`src/rtl/hazard_stall_unit.sv`:
```
// rtl/hazard_stall_unit.sv - load-use/branch stall, mem-wait freeze and watchdog control for the 5-stage pipeline
// Optional HAZARD_PERF_EN adds stall_cycles/freeze_cycles performance counters.
module hazard_stall_unit #(
  parameter int REG_W    = 5,
  parameter int MAX_WAIT = 15,
  parameter int CNT_W    = 8
) (
  input  logic             clk,
  input  logic             reset,
  input  logic [REG_W-1:0] ID_RegRs,
  input  logic [REG_W-1:0] ID_RegRt,
  input  logic             ID_UsesRt,
  input  logic             ID_Branch,
  input  logic             Branch_Taken,
  input  logic             EX_RegWrite,
  input  logic             EX_MemRead,
  input  logic [REG_W-1:0] EX_RegRd,
  input  logic             MEM_MemRead,
  input  logic             MEM_MemWrite,
  input  logic [REG_W-1:0] MEM_RegRd,
  input  logic             dmem_ready,
  output logic             PCWrite,
  output logic             IFIDWrite,
  output logic             IDEX_Bubble,
  output logic             IFID_Flush,
  output logic             PipeFreeze,
  output logic             mem_timeout
`ifdef HAZARD_PERF_EN
  ,
  output logic [15:0]      stall_cycles,
  output logic [15:0]      freeze_cycles
`endif
);

  typedef enum logic {
    ST_RUN      = 1'b0,
    ST_MEM_WAIT = 1'b1
  } state_t;

  localparam logic [CNT_W-1:0] LP_MAX    = CNT_W'(MAX_WAIT);
  localparam logic [CNT_W-1:0] LP_MAX_M1 = CNT_W'(MAX_WAIT - 1);

  state_t           r_state;
  state_t           w_next_state;
  logic [CNT_W-1:0] r_wait_cnt;
  logic             r_timeout;

  logic w_rt_used;
  logic w_rs_ex, w_rt_ex, w_rs_mem, w_rt_mem;
  logic w_ex_hit, w_mem_hit;
  logic w_load_use, w_br_hazard, w_stall, w_flush;
  logic w_mem_busy;
  logic w_cnt_inc;

  // Register 0 is hardwired to zero, so it never creates a dependency.
  assign w_rt_used = ID_UsesRt | ID_Branch;
  assign w_rs_ex   = (EX_RegRd  != '0) && (EX_RegRd  == ID_RegRs);
  assign w_rt_ex   = w_rt_used && (EX_RegRd  != '0) && (EX_RegRd  == ID_RegRt);
  assign w_rs_mem  = (MEM_RegRd != '0) && (MEM_RegRd == ID_RegRs);
  assign w_rt_mem  = w_rt_used && (MEM_RegRd != '0) && (MEM_RegRd == ID_RegRt);
  assign w_ex_hit  = w_rs_ex  | w_rt_ex;
  assign w_mem_hit = w_rs_mem | w_rt_mem;

  assign w_load_use  = EX_MemRead & w_ex_hit;
  assign w_br_hazard = ID_Branch & ((EX_RegWrite & w_ex_hit) | (MEM_MemRead & w_mem_hit));
  assign w_stall     = w_load_use | w_br_hazard;
  assign w_flush     = ID_Branch & Branch_Taken;
  assign w_mem_busy  = (MEM_MemRead | MEM_MemWrite) & ~dmem_ready;

  assign w_cnt_inc = (r_state == ST_MEM_WAIT) && !dmem_ready && (r_wait_cnt < LP_MAX);

  always_ff @(posedge clk) begin
    if (reset) begin
      r_state    <= ST_RUN;
      r_wait_cnt <= '0;
      r_timeout  <= 1'b0;
    end else begin
      r_state <= w_next_state;
      if (w_next_state == ST_RUN) begin
        r_wait_cnt <= '0;
      end else if (w_cnt_inc) begin
        r_wait_cnt <= r_wait_cnt + 1'b1;
      end
      if (w_cnt_inc && (r_wait_cnt == LP_MAX_M1)) begin
        r_timeout <= 1'b1;
      end
    end
  end

  // Freeze is taken straight from mem_busy so the first wait cycle needs no state delay.
  always_comb begin
    w_next_state = r_state;
    PCWrite      = 1'b1;
    IFIDWrite    = 1'b1;
    IDEX_Bubble  = 1'b0;
    IFID_Flush   = 1'b0;
    PipeFreeze   = 1'b0;
    mem_timeout  = 1'b0;

    case (r_state)
      ST_RUN:      if (w_mem_busy) w_next_state = ST_MEM_WAIT;
      ST_MEM_WAIT: if (dmem_ready) w_next_state = ST_RUN;
      default:     w_next_state = ST_RUN;
    endcase

    if (!reset) begin
      mem_timeout = r_timeout;
      if (w_mem_busy) begin
        PCWrite    = 1'b0;
        IFIDWrite  = 1'b0;
        PipeFreeze = 1'b1;
      end else if (w_stall) begin
        PCWrite     = 1'b0;
        IFIDWrite   = 1'b0;
        IDEX_Bubble = 1'b1;
      end else if (w_flush) begin
        IFID_Flush = 1'b1;
      end
    end
  end

`ifdef HAZARD_PERF_EN
  logic [15:0] r_stall_cycles;
  logic [15:0] r_freeze_cycles;

  always_ff @(posedge clk) begin
    if (reset) begin
      r_stall_cycles  <= '0;
      r_freeze_cycles <= '0;
    end else begin
      if (IDEX_Bubble) r_stall_cycles  <= r_stall_cycles + 16'd1;
      if (PipeFreeze)  r_freeze_cycles <= r_freeze_cycles + 16'd1;
    end
  end

  assign stall_cycles  = r_stall_cycles;
  assign freeze_cycles = r_freeze_cycles;
`endif

endmodule

```
`config.mk`:
```
export PLATFORM = sky130hd
export DESIGN_NAME = hazard_stall_unit
export DESIGN_NICKNAME = d
export VERILOG_FILES = /design/src/rtl/hazard_stall_unit.sv
export SDC_FILE = /design/constraint.sdc
export NUM_CORES = 1
export LEC_CHECK = 0
export BUFFER_PORTS_ARGS = -buffer_cell sky130_fd_sc_hd__buf_4
export CAP_MARGIN = 5
export CORE_ASPECT_RATIO = 1.25
export CORE_MARGIN = 2
export CORE_UTILIZATION = 30
export DETAILED_ROUTE_END_ITERATION = 7
export SLEW_MARGIN = 10
export SYNTH_ARGS = -nofsm -noshare
export SYNTH_HDL_FRONTEND = slang
export SYNTH_SLANG_ARGS = --single-unit
```
`constraint.sdc`:
```
create_clock -name clk -period 1.7 [get_ports clk]
set_clock_uncertainty 0.05 [all_clocks]
set_input_delay 0.34 -clock clk [delete_from_list [all_inputs] [get_ports clk]]
set_output_delay 0.34 -clock clk [all_outputs]
set_load 0.02 [all_outputs]
```
Yosys cells after proc, flatten, opt, wreduce, memory -nomap -nowiden
Index checks and enable logic that the tools add are counted.
Widths: inputs -> output; s select.
{"block": "totals", "inputBits": 30, "register_bits": 10, "output_inout_bits": 6, "romBits": 0, "n_memories": 0, "wordCells": 53, "latch_bits": 0, "mem_bits_rw": 0}
{"block": "classes", "div_mod_pow": 0, "multipliers": 0, "order_cmp": 1, "n_shift": 0, "bitwise": 15, "eq_ne": 5, "addsub": 1, "reduce_logical": 13, "mux": 15}
{"cell": "$eq 5x5->1", "count": 4}
{"cell": "$mux 1", "count": 14}
{"cell": "$reduce_bool 5->1", "count": 2}
{"cell": "$logic_and 1x1->1", "count": 9}
{"cell": "$add 8x1->8 const B", "count": 1}
{"cell": "$eq 8x4->1 const B", "count": 1}
{"cell": "$lt 8x4->1 const B", "count": 1}
{"cell": "$and 1x1->1", "count": 6}
{"cell": "$or 1x1->1", "count": 6}
{"cell": "$not 1->1", "count": 3}
{"cell": "$pmux 1 s2", "count": 1}
{"cell": "$reduce_or 2->1", "count": 1}
{"cell": "$logic_not 1->1", "count": 1}

Longest topological paths before layout
{"block": "logic_depth", "word_depth": 11, "depth_mapped": 6, "depth_no_buf": 5}

Least setup slack after synthesis
No wires, ideal clock.
{"block": "synth_path", "kind": "input to output", "startpoint": "input MEM_RegRd[0]", "endpoint": "output PCWrite", "cell_stages": 5, "required_ns": 1.310, "path_slack_ns": -0.306, "arrival_ns": 1.616, "n_path_buf": 1, "cell_sequence": "or3_1 > o311a_1 > a22oi_1 > a21o_1 > buf_4"}
{"block": "synth_between", "elab_chain_len": 11, "word_cells_on_any_way": 14, "cone_classes": "2 x eq/ne; 3 x mux; 5 x bitwise; 4 x reduce/logical"}
{"element": "from (decl)", "line": "20", "text": "input logic [REG_W-1:0] MEM_RegRd,"}
{"element": "$reduce_bool 5->1", "line": "59, 60"}
{"element": "$logic_and 1x1->1 (2 in series)", "line": "60", "text": "assign w_rt_mem = w_rt_used && (MEM_RegRd != '0) && (MEM_RegRd == ID_RegRt);"}
{"element": "$or 1x1->1 *", "line": "62", "text": "assign w_mem_hit = w_rs_mem | w_rt_mem;"}
{"element": "$and 1x1->1 *", "line": "65", "text": "assign w_br_hazard = ID_Branch & ((EX_RegWrite & w_ex_hit) | (MEM_MemRead & w_mem_hit));"}
{"element": "$or 1x1->1 *", "line": "65"}
{"element": "$and 1x1->1 *", "line": "65"}
{"element": "$or 1x1->1 *", "line": "66", "text": "assign w_stall = w_load_use | w_br_hazard;"}
{"element": "$mux 1 * (3 in series)"}
{"element": "to (decl)", "line": "22", "text": "output logic PCWrite,"}
Mark *: on every way between the ends. The rest lies on a longest branch, timed or not.

Worst setup path in the final report
{"block": "layout_path", "startpoint": "input MEM_RegRd[0]", "endpoint": "output IFID_Flush"}
{"block": "layout_between", "elab_chain_len": 11, "word_cells_on_any_way": 14, "cone_classes": "2 x eq/ne; 3 x mux; 5 x bitwise; 4 x reduce/logical"}
{"element": "$reduce_bool 5->1", "line": "59, 60"}
{"element": "$logic_and 1x1->1 (2 in series)", "line": "60"}
{"element": "$or 1x1->1 *", "line": "62"}
{"element": "$and 1x1->1 *", "line": "65"}
{"element": "$or 1x1->1 *", "line": "65"}
{"element": "$and 1x1->1 *", "line": "65"}
{"element": "$or 1x1->1 *", "line": "66"}
{"element": "$mux 1 *", "line": "112", "text": "end else if (w_stall) begin"}
{"element": "$mux 1 *", "line": "108", "text": "if (w_mem_busy) begin"}
{"element": "$mux 1 *", "line": "106", "text": "if (!reset) begin"}
{"element": "to (decl)", "line": "25", "text": "output logic IFID_Flush,"}
Marked as above.

==> results.toml <==
[floorplanning]
rows = 19
pin_count = 36
placeableCoreArea_um2 = 2210
die_w_um = 47.5
dieArea_um2 = 2780
die_y_um = 58.4
initial_core_util = 0.321

[worst_setup_path]
end_kind = "output pin"
crit_buf_inv = 2
critPathKind = "input port to output pin"
crit_family = "simple AND/OR/NAND/NOR gates"
worst_path_max_delay_cell = "or3_1"
crit_chain = "buf_8 -> or3_1 -> o311a_1 -> a22oi_2 -> and4b_2 -> buf_6"
path_max_fanout = 3
arrival_ns = 1.65
crit_required_ns = 1.31
start_kind = "input port"
slowest_delay_ns = 0.38

[hold_path]
hold_class = "input port to flip-flop"

[cells_and_area]
antenna_cells = 0
stdcell_count = 164
mostFrequentLayoutCell = "buf_4"
area_growth_pct = 71.0
mostFrequentLayoutCells = "buf_4, xnor2_1, nor2_1, dfxtp_1, nand2_1"
drive_gt1_frac = 0.504
fillers = 206
finalNetCount = 166

[sta]
setup_viol = 5
fmax_mhz = 490
hold_ws_ns = 0.211
max_slew_margin = 0.774
rsz0062_at_grt = "yes"
post-route-period-util = 1.20
fin_setup_tns_ns = -1.15
drv_slew = 0
worst_slack_ns = -0.340
finalHoldViolations = 0
fin_crit_ns = 2.04
tightestPinTransition_ns = 0.338

[clock_network]
clockBufferDepth = 2
cts_tree = "yes"
clk-insertion-delay-late_ns = 0.26
hold_buffers = 0
htreeDepth = 1
ctsRootBufferMaster = "clkbuf_4"
cts.sinks = 10
cts_buffers = 3
clkTransAtPathRegs_ns = 0.07

[placed_design]
dpl.cell_count = 159
portBuffers = 35
hpwl_mm = 1.56
globalplace.congestion = 0.887

[yosys]
yosysSeqAreaShare = 0.282
synth.distinct_cells = 27
synth_cells = 81
ys_ff_latch = 10
syn-num-nets = 113
ys_warn_count = 0
synth_area_per_cell_um2 = 8.77
syn_area_um2 = 711

[route]
drt_first_pass_iters = 4
ant_nets = 0
vias = 759
drc = 0
wl_per_cell_um = 11.9
via_per_inst = 4.63
highest_layer = "met4"
dr.first_iter.drc_count = 2
routed_wirelength_mm = 1.95
wl_met1_um = 751
wl_met3_um = 167
dr_wl_met2_mm = 1.03

[global_routing]
grt_max_degree = 7
grt_pass1_wl_mm = 2.86
grt_pass1_vias = 739
grt_overflow_total = 0
antenna_found_initial = 0
grt_use_total = 0.139

[outcome]
outcome = "complete, but fails checks"
violations = "setup timing"

[power]
p_leak_nw = 0.530
vdd_drop_max_uv = 448
power.density_nw_per_um2 = 549

[flow_run]
max_cap_violations = 0
==> layer usage <==
layer | GRT usage | vias up
met1 | 0.153 | 339
met2 | 0.257 | 30
met4 | 0.0502 | 0
met3 | 0.0184 | 2
met5 | 0 | -
li1 | - | 388
==> path summary, 6_finish.rpt <==
path | slack (ns) | cells past startpoint | endpoint | startpoint
setup / recovery | -0.34 | 6 | IFID_Flush | MEM_RegRd[0]
hold / removal | 0.21 | 2 | r_timeout | reset
setup reg to reg | -0.04 | 5 | r_wait_cnt[3] | r_wait_cnt[7]
hold reg to reg | 0.41 | 1 | r_wait_cnt[7] | r_wait_cnt[7]
==> report_power, final <==
group          switching (mW)  internal [mW]  leakage [nW]
sequential            0.00190          0.237        0.0819
combinational          0.0887          0.127         0.428
clock                  0.0820          0.130        0.0210
==> stage by stage <==
step                      worst slack (ns)  area (µm²)  power, mW   util
after floorplan                     -0.231         721      0.330      -
after global placement              -0.362        1110      0.440  0.501
final                               -0.340        1210      0.667  0.550
after detailed placement            -0.370        1110      0.441  0.501
after CTS                           -0.330        1170      0.663  0.530
after global routing                -0.399        1210      0.697  0.550
==> state kept, by name, summed over array words and instances, names as in the netlist <==
register / count
r_wait_cnt: 8
r_timeout: 1
r_state: 1
==> worst register-to-register path, cell delays in order, from the launching register on <==
cell	delay (ns)
dfxtp_2	0.32
or4_4	0.54
a311oi_4	0.34
nand4_1	0.17
xor2_1	0.16
nor2_1	0.05
==> kinds of logic (layout without fill, tap and decap cells) <==
family                     after synthesis  in the layout  synth area share
and+or+nand+nor                         31             31             0.229
xor gates and xnor gates                23             23             0.283
AOI/OAI and AO/OA                       11             11             0.144
DFF                                     10             10             0.282
buffers and inverters                    4             56            0.0264
adders and majority gates                2              2            0.0352
==> cell type report <==
| cell class | instances | area (µm²) | area share |
|---|---|---|---|
| clock buffers | 4 | 36.3 | 0.0299 |
| well taps | 31 | 38.8 | 0.0319 |
| inverters | 3 | 11.3 | 0.00927 |
| multi-input cells | 67 | 536 | 0.441 |
| repair buffers | 49 | 390 | 0.321 |
| flip-flops and latches | 10 | 203 | 0.167 |
==> cells in the mapped netlist <==
cell      instances  area share
a41oi_1           1       0.012
nor2b_1           1      0.0088
nand4_1           3       0.026
xor2_1            4       0.049
ha_1              2       0.035
nor2_1            9       0.048
xnor2_1          19        0.23
or2b_2            1       0.012
dfxtp_1          10        0.28
nor3_1            1      0.0070
or3_1             1      0.0088
a21o_1            1       0.011
a211oi_1          1       0.011
buf_4             1       0.011
a21oi_1           2       0.014
and2_1            3       0.026
nand2_1           7       0.037
o32ai_1           2       0.025
inv_1             3       0.016
and4b_1           1       0.014
a22oi_1           1       0.011
and2_2            1       0.011
nand3_1           2       0.014
or4_4             1       0.016
o21bai_1          1       0.011
a311oi_4          1       0.037
o311a_1           1       0.014
==> timing repair <==
action	CTS	global route
pin swaps	1	8
gates resized for setup	6	8
buffers inserted	0	1
setup endpoints to repair	4	9
cloned	0	0
Power figures use the tool's default switching activity.
